## src/rtl/interp_view_pkg.sv

```systemverilog
// Shared types and constants for the image-interpolation demo blocks.
package interp_view_pkg;

    typedef enum logic [1:0] {
        SELECT    = 2'd0,
        LAUNCH    = 2'd1,
        WAIT_DONE = 2'd2,
        SHOW      = 2'd3
    } view_state_e;

    // Tile grid over the 400x400 source image
    localparam int unsigned GRID_N  = 4;
    localparam int unsigned TILE_PX = 100;

    // Display window placement (source view)
    localparam int unsigned IMG_X0 = 120;
    localparam int unsigned IMG_Y0 = 40;
    localparam int unsigned IMG_W  = 400;

    // Display window placement (interpolated view)
    localparam int unsigned INTERP_X0 = 220;
    localparam int unsigned INTERP_Y0 = 140;
    localparam int unsigned INTERP_W  = 200;

    // Source-image origin of a tile index; largest result (300) fits in 10 bits
    function automatic logic [9:0] tile_origin(input logic [1:0] idx);
        return 10'(idx) * 10'(TILE_PX);
    endfunction

endpackage

```

## src/rtl/interp_view_ctrl_button_conditioner.sv

```systemverilog
// Raw button -> 2-flop synchroniser -> debounce -> one-cycle rising-edge pulse.
module button_conditioner #(
    parameter int unsigned DEBOUNCE_CYCLES = 500000
) (
    input  logic clk,
    input  logic reset,
    input  logic btn_i,
    output logic pulse_o
);

    localparam int unsigned CW = (DEBOUNCE_CYCLES > 1) ? $clog2(DEBOUNCE_CYCLES) : 1;
    localparam logic [CW-1:0] CNT_LAST = CW'(DEBOUNCE_CYCLES - 1);

    logic          sync1_q, sync2_q;
    logic          level_q, level_d, level_prev_q;
    logic [CW-1:0] cnt_q, cnt_d;

    // Two-stage synchroniser for the asynchronous button input
    always_ff @(posedge clk) begin
        if (reset) begin
            sync1_q <= 1'b0;
            sync2_q <= 1'b0;
        end else begin
            sync1_q <= btn_i;
            sync2_q <= sync1_q;
        end
    end

    // Accept a new level only after DEBOUNCE_CYCLES consecutive differing samples
    always_comb begin
        level_d = level_q;
        cnt_d   = '0;
        if (sync2_q != level_q) begin
            if (cnt_q == CNT_LAST) begin
                level_d = sync2_q;
            end else begin
                cnt_d = cnt_q + 1'b1;
            end
        end
    end

    // Debounce state and delayed level for edge detection
    always_ff @(posedge clk) begin
        if (reset) begin
            level_q      <= 1'b0;
            level_prev_q <= 1'b0;
            cnt_q        <= '0;
        end else begin
            level_q      <= level_d;
            level_prev_q <= level_q;
            cnt_q        <= cnt_d;
        end
    end

    assign pulse_o = level_q & ~level_prev_q;

endmodule

```

## src/rtl/interp_view_ctrl.sv

```systemverilog
// Cursor movement, interpolation launch handshake and view switching.
module interp_view_ctrl
    import interp_view_pkg::*;
#(
    parameter int unsigned DEBOUNCE_CYCLES = 500000,
    parameter int unsigned TIMEOUT_CYCLES  = 50000000
) (
    input  logic       clk,
    input  logic       reset,
    input  logic       btn_right,
    input  logic       btn_down,
    input  logic       btn_sel,
    input  logic       btn_back,
    output logic       interp_req,
    input  logic       interp_ack,
    input  logic       interp_done,
    output logic [9:0] tile_x0,
    output logic [9:0] tile_y0,
    output logic [3:0] pos_cursor,
    output logic       start,
    output logic       busy,
    output logic       err
);

    localparam int unsigned TW = (TIMEOUT_CYCLES > 1) ? $clog2(TIMEOUT_CYCLES) : 1;
    localparam logic [TW-1:0] TMO_LAST  = TW'(TIMEOUT_CYCLES - 1);
    localparam logic [1:0]    GRID_LAST = 2'(GRID_N - 1);

    logic right_p, down_p, sel_p, back_p;

    view_state_e   state_q, state_d;
    logic [1:0]    row_q, row_d, col_q, col_d;
    logic [9:0]    tx_q, tx_d, ty_q, ty_d;
    logic          err_q, err_d;
    logic [TW-1:0] tmo_q, tmo_d;
    logic [3:0]    pos_q;
    logic          req_q, start_q, busy_q;

    button_conditioner #(.DEBOUNCE_CYCLES(DEBOUNCE_CYCLES)) u_btn_right (
        .clk(clk), .reset(reset), .btn_i(btn_right), .pulse_o(right_p)
    );
    button_conditioner #(.DEBOUNCE_CYCLES(DEBOUNCE_CYCLES)) u_btn_down (
        .clk(clk), .reset(reset), .btn_i(btn_down), .pulse_o(down_p)
    );
    button_conditioner #(.DEBOUNCE_CYCLES(DEBOUNCE_CYCLES)) u_btn_sel (
        .clk(clk), .reset(reset), .btn_i(btn_sel), .pulse_o(sel_p)
    );
    button_conditioner #(.DEBOUNCE_CYCLES(DEBOUNCE_CYCLES)) u_btn_back (
        .clk(clk), .reset(reset), .btn_i(btn_back), .pulse_o(back_p)
    );

    // Next-state, cursor, tile origin, timeout and error logic
    always_comb begin
        state_d = state_q;
        row_d   = row_q;
        col_d   = col_q;
        tx_d    = tx_q;
        ty_d    = ty_q;
        err_d   = err_q;
        tmo_d   = '0;
        case (state_q)
            SELECT: begin
                if (sel_p) begin
                    // select takes priority; coincident moves are dropped
                    tx_d    = tile_origin(col_q);
                    ty_d    = tile_origin(row_q);
                    err_d   = 1'b0;
                    state_d = LAUNCH;
                end else begin
                    if (right_p) col_d = (col_q == GRID_LAST) ? 2'd0 : col_q + 2'd1;
                    if (down_p)  row_d = (row_q == GRID_LAST) ? 2'd0 : row_q + 2'd1;
                end
            end
            LAUNCH: begin
                if (interp_ack) state_d = WAIT_DONE;
            end
            WAIT_DONE: begin
                if (interp_done) begin
                    state_d = SHOW;
                end else if (tmo_q == TMO_LAST) begin
                    err_d   = 1'b1;
                    state_d = SELECT;
                end else begin
                    tmo_d = tmo_q + 1'b1;
                end
            end
            SHOW: begin
                if (back_p) state_d = SELECT;
            end
            default: state_d = SELECT;
        endcase
    end

    // State and registered outputs, all derived from next-state values
    always_ff @(posedge clk) begin
        if (reset) begin
            state_q <= SELECT;
            row_q   <= '0;
            col_q   <= '0;
            tx_q    <= '0;
            ty_q    <= '0;
            err_q   <= 1'b0;
            tmo_q   <= '0;
            pos_q   <= '0;
            req_q   <= 1'b0;
            start_q <= 1'b0;
            busy_q  <= 1'b0;
        end else begin
            state_q <= state_d;
            row_q   <= row_d;
            col_q   <= col_d;
            tx_q    <= tx_d;
            ty_q    <= ty_d;
            err_q   <= err_d;
            tmo_q   <= tmo_d;
            pos_q   <= {row_d, col_d};
            req_q   <= (state_d == LAUNCH);
            start_q <= (state_d == SHOW);
            busy_q  <= (state_d == LAUNCH) || (state_d == WAIT_DONE);
        end
    end

    assign interp_req = req_q;
    assign tile_x0    = tx_q;
    assign tile_y0    = ty_q;
    assign pos_cursor = pos_q;
    assign start      = start_q;
    assign busy       = busy_q;
    assign err        = err_q;

endmodule

```

## config.mk

```make
export PLATFORM = sky130hd
export DESIGN_NAME = interp_view_ctrl
export DESIGN_NICKNAME = d
export VERILOG_FILES = /design/src/rtl/interp_view_pkg.sv /design/src/rtl/interp_view_ctrl_button_conditioner.sv /design/src/rtl/interp_view_ctrl.sv
export SDC_FILE = /design/constraint.sdc
export NUM_CORES = 1
export LEC_CHECK = 0
export CAP_MARGIN = 20
export CELL_PAD_IN_SITES_DETAIL_PLACEMENT = 1
export CELL_PAD_IN_SITES_GLOBAL_PLACEMENT = 1
export CORE_ASPECT_RATIO = 2
export CORE_MARGIN = 4
export CORE_UTILIZATION = 35
export DETAILED_ROUTE_END_ITERATION = 7
export PLACE_DENSITY = 0.67
export RECOVER_POWER = 100
export SYNTH_ARGS = -nofsm -noshare
export SYNTH_HDL_FRONTEND = slang
export SYNTH_SLANG_ARGS = --single-unit
```

## constraint.sdc

```tcl
create_clock -name clk -period 2.25 [get_ports clk]
set_clock_uncertainty 0.2 [all_clocks]
set_input_delay 0.45 -clock clk [delete_from_list [all_inputs] [get_ports clk]]
set_output_delay 0.45 -clock clk [all_outputs]
set_load 0.05 [all_outputs]
```

## After elaboration in Yosys (flattened, before gate mapping)

Index checks and enable logic that the tools add are counted.

- Flip-flop bits (word level): 146
- Input bits: 8
- Output and inout port bits: 28
- Logic and storage cells: 105

- Add/sub/neg operators: 7
- $mul: 2
- Equality and inequality tests: 20
- Mux-type cells: 18
- Bitwise operators: 13
- Reduce and logical (&&, ||, !) cells: 14

Operator list:

| operator | number |
|---|---|
| 19-bit by 1-bit adder with 19-bit output (second input constant) | 4 |
| 19-bit equality test (second input constant) | 4 |
| 26-bit by 1-bit adder with 26-bit output (second input constant) | 1 |
| 26-bit equality test (second input constant) | 1 |
| 2-bit 2-to-1 mux | 13 |
| 2-bit by 5-bit multiplier with 7-bit output (second input constant) | 2 |
| 2-bit equality test (second input constant) | 6 |
| 3-bit OR reduction | 4 |
| 2-bit AND reduction | 5 |
| 1-bit inverter | 9 |
| 2-bit one-hot mux with 4 select lines | 1 |
| 2-bit inequality test (second input constant) | 3 |
| 2-bit by 1-bit adder with 2-bit output (second input constant) | 2 |
| 1-bit bitwise AND | 4 |
| 2-bit by 1-bit equality test with 1-bit output (second input constant) | 2 |
| 1-bit inequality test | 4 |
| 4-bit AND reduction | 1 |
| 4-bit OR reduction | 1 |
| 1-bit 2-to-1 mux | 3 |
| 2-bit logical NOT | 1 |
| 1-bit one-hot mux with 2 select lines | 1 |
| 2-bit nonzero test | 1 |
| 1-bit logical OR | 1 |

## Logic depth before layout (Yosys ltp)

- Depth in word-level cells: 6
- Gate-level depth with buffers: 7
- Mapped depth without buffers: 7

## Cells and area by module

From an unflattened synthesis, not the netlist that was laid out.

- Cell total of the unflattened synthesis: 696
- Area total of the unflattened synthesis: 6219.7 um^2

Modules (own cells, without submodules):

| module | instances | cells an instance | area an instance (um^2) | sequential area each (um^2) |
|---|---|---|---|---|
| button_conditioner | 4 | 109 | 999.7 | 460.4 |
| interp_view_ctrl | 1 | 260 | 2220.9 | 920.9 |

## Least setup slack after synthesis

OpenSTA, ideal clock, no wires.

- Path type: register -> register
- From: register tmo_q[0]
- To: register tmo_q[24]
- Library setup time: 70 ps
- Data arrival time: 1851 ps
- Required time: 1980 ps
- Path slack: 128 ps
- Stages on the path, launching flop included: 6
- Path buffers: 0
- Period minus slack after synthesis: 2122 ps
- Cell sequence: dfxtp_1 ha_1 nand2_1 or4_4 or4_1 a21oi_1

- Word-level cells in the longest chain between the ends: 2
- Elaborated cells on any way between the ends: 3
- Classes of those cells: add/sub: 1; eq/ne: 1; reduce/logical: 1

RTL lines:

| what | line | RTL |
|---|---|---|
| start, declared | interp_view_ctrl.sv:35 | `logic [TW-1:0] tmo_q, tmo_d;` |
| start signal, assigned | interp_view_ctrl.sv:115 | `tmo_q <= tmo_d;` |
| branches (longest 2 deep; another with 26-bit by 1-bit adder with 26-bit output) | n/a |  |

Several ways; the timed one is not identified.
A chain may end at the register's enable or synchronous reset.

## Worst setup path after layout

- From: register tx_q[3] (netlist: tile_x0[3])
- To: output tile_x0[3]

RTL lines:

| what | line | RTL |
|---|---|---|
| start, declared | interp_view_ctrl.sv:33 | `logic [9:0] tx_q, tx_d, ty_q, ty_d;` |
| start signal, assigned | interp_view_ctrl.sv:112 | `tx_q <= tx_d;` |
| end, declared | interp_view_ctrl.sv:17 | `output logic [9:0] tile_x0,` |

No word-level cell between the ends.

==> results.md <==
- DR pass1 iterations: 4
- Peak supply drop: between 400 and 500 uV
- Crit path largest cell delay: a little over 800 ps
- Total GRT Usage: 15.84%
- Setup crit end kind: primary output
- Slew Viols, Final: 0
- Flop pwr share: ~45%
- Buffers & Inverters on Critical Path: 1
- Top cell type's share of synthesized area: between 40% and 50%
- Filler cells: between 2000 and 2500
- Final core occ: a little over two fifths
- Seq cells post-synth: roughly 140
- R2R depth: 8
- Final period utilization: about 98%
- Seq/Total Area, Yosys: between 40 and 50%
- Pin count of the biggest net entering global routing: 24
- WP data arrival: 1550 ps
- Clock root cell: clkbuf_16
- Post-route DRC: 0
- CP Class: flop to primary output
- Critical path required time: around 1600 ps
- Grt ovf: 0
- CTS clk-pin slew, worst paths: ~60 ps
- Clock buffer depth: 2
- CP cell instances: clkdlybuf4s50_1
- Vias in the first global route: between 5000 and 6000
- CTS tree: built
- Sw frac: 22.19%
- Syn Area/Cell: 8.714 um^2
- Commonest cells in the netlist: 138 x dfxtp_1, 81 x nor2_1, 61 x nand2_1, 47 x a21oi_1
- Max Fclk: 0.4547 GHz
- Ys async rst share: 0%
- Footprint of the multi-input gates: approximately 3100 um^2
- Status: finished clean
- Final Hold Vio Count: 0
- DR WL/cell: about 15 um
- Critical path depth: 1
- R2R Path Start: tmo_q[17]
- Leakage Power: 0.002329 uW
- DR vias: 5127
- Crit path max-delay family: buffers and inverters
- Power, Total: about 5500 uW
- Rel. slew slack: a little over two fifths
- CTS Sinks: ~140
- Synth area leaders: dfxtp_1 45%, xor2_1 5.2%, nor2_1 5.0%, xnor2_1 4.0%, a21oi_1 3.9%
- Die Y: a little under 200 um
- Port buffer count: 27
- Final min period: about 2200 ps
- CTS H-tree depth: 4
- Nets: 770
- Min-delay worst type: flop to flop
- Syn Inst Count: 700
- Clock power share: about 54%
- Row count: approximately 70
- DIE AREA: a little under 20000 um^2
- CP max stage cell: clkdlybuf4s50_1
- Routed WL: ~15 mm
- Pwr Density: about 760 nW/um^2
- Later-pin clock latency in the skew report: around 430 ps
- Synth warn: 0
- Startpoint types: flop
- Layout cells sized above 1: between 10% and 20%
- First-pass GRT wire length: between 20 and 30 mm
- Drt via density: around 5.3
- Synthesized area: approximately 6100 um^2
- Primary FF master, synth: dfxtp_1
- R2r endpoint: busy
- N_diodes: 0
- Core ar.: between 15000 and 20000 um^2
- Psw: approximately 1200 uW
- Max-Cap Viols: 0
- CP max FO: 2
- Top-count cell post-synth: dfxtp_1
- Post-synth EDFFs: 0
- DP HPWL: around 11 mm
- Comb pwr share: under 10%
- Drt first-iter violations: 112
- Count of different cell masters after synthesis: 49
- Synth-to-layout area growth: 19.04%
- DIE WIDTH: around 100 um
- Critical Path Source: tile_x0[3]
- Initial antenna violation count: 0
- Least-Margin Pin Slew: a little under 900 ps
- Top-level I/O count: 36
- Antenna Nets Post-Route: 0
- Worst setup endpoint: tile_x0[3]
- Initial core utilization: 35.49%
- Seq. cell area: 2771 um^2
- Leading area contributor after synthesis: dfxtp_1
- GPL Wtd Cong: approximately 0.77
- # setup viols final: 0
- Internal power: 4275 uW
- Worst reg-to-reg setup slack: around 90 ps
- CTS Buf Count: 17
## routing by layer
| metal | wire, um | share of wire, % | vias up | GRT usage, % |
|---|---|---|---|---|
| li1 | - | - | 2546 | - |
| met1 | 5636 | 38 | 2524 | 15.90 |
| met2 | 8712 | 59 | 45 | 30.71 |
| met3 | 297 | 2.0 | 12 | 3.376 |
| met4 | 212 | 1.4 | 0 | 5.621 |
| met5 | 0 | 0 | - | 0 |
## cells in the final DEF, fill, tap and decap left out, drive strengths merged, types with 5 or more instances in the layout
cell	count
dfxtp	138
nor2	81
nand2	61
a21oi	47
clkbuf	39
nand3	36
xor2	36
xnor2	28
or3	27
inv	27
nand4	26
o21ai	24
buf	19
or4	18
nor2b	15
nor4	15
and4	14
ha	13
o31ai	12
nor3	11
clkdlybuf4s50	10
conb	8
and2	7
nand2b	6
dlygate4sd2	5
## registers in the layout (all words and copies together) (netlist names), 2 cells and up
| name | cells |
|---|---|
| u_btn_back.cnt_q | 19 |
| u_btn_sel.cnt_q | 19 |
| row_q | 2 |
| state_q | 2 |
| tile_y0 | 5 |
| tmo_q | 26 |
| u_btn_down.cnt_q | 19 |
| u_btn_right.cnt_q | 19 |
| tile_x0 | 5 |
## worst reg2reg max path, cell delays in order, from the launching register on
cell     delay [ps]
dfxtp_1         420
nor4b_2         380
buf_4           180
nand2_1          50
nor4_1          280
buf_4           170
or2_2           100
ha_1            210
nor2_1          100
## cell families (layout without fill, tap and decap cells)
family,Yosys count,after routing,synth area share [%]
xor gates and xnor gates,64,64,9.190
and+or+nand+nor,337,337,29.74
buffers and inverters,52,107,4.000
AOI/OAI and AO/OA,95,95,9.046
adders and majority gates,13,13,2.667
DFF,138,138,45.29
other,1,8,0.06148
## how the worst min path moves through the flow
stage | start | end | slack (ps) | depth (start not counted)
global route | u_btn_back.sync1_q | u_btn_back.sync2_q | 280 | 1
detailed placement | u_btn_back.sync1_q | u_btn_back.sync2_q | 250 | 1
finish | tmo_q[0] | tmo_q[0] | 250 | 1
floorplan | u_btn_back.sync1_q | u_btn_back.sync2_q | 210 | 1
global placement | u_btn_back.sync1_q | u_btn_back.sync2_q | 220 | 1
CTS | reset | u_btn_down.level_prev_q | 150 | 2
## cell type report
type / count / share of cell area [%]
repair buffers: 55 / 5.308
flip-flops and latches: 138 / 38.17
clock inverters: 14 / 2.533
well taps: 210 / 3.619
multi-input cells: 517 / 43.29
inverters: 20 / 1.034
clock buffers: 18 / 6.049
## per-stage QoR
| step | TNS [ps] | std cells | cell area (um^2) | worst slack, ps | hold slack [ps] |
|---|---|---|---|---|---|
| after CTS | 0 | 971 | 7320 | 0.4111 | 146.1 |
| after global placement | -327.9 | 939 | 6688 | -77.77 | 220.7 |
| after global routing | -1.736 | 972 | 7261 | -1.736 | 276.3 |
| after detailed placement | -365.3 | 939 | 6688 | -73.98 | 247.3 |
| after floorplan | 0 | 707 | 6126 | 128.5 | 213.8 |
| final | 0 | 972 | 7261 | 50.78 | 249.5 |
## power groups by stage
stage	sequential, uW	clock (uW)	combinational [uW]
finish	2460	2950	83.0
global route	2460	3140	91.4
CTS	2460	3040	86.7
detailed placement	2510	0	86.2
global placement	2510	0	85.1
floorplan	2510	0	69.4
## what timing repair did
action                     CTS  global route
pin swaps                    0             1
buffers inserted             0             1
resized for setup            7            15
hold buffers                 0             0
setup endpoints to repair   12            14
Note: power is estimated with default switching activity, not from simulation.
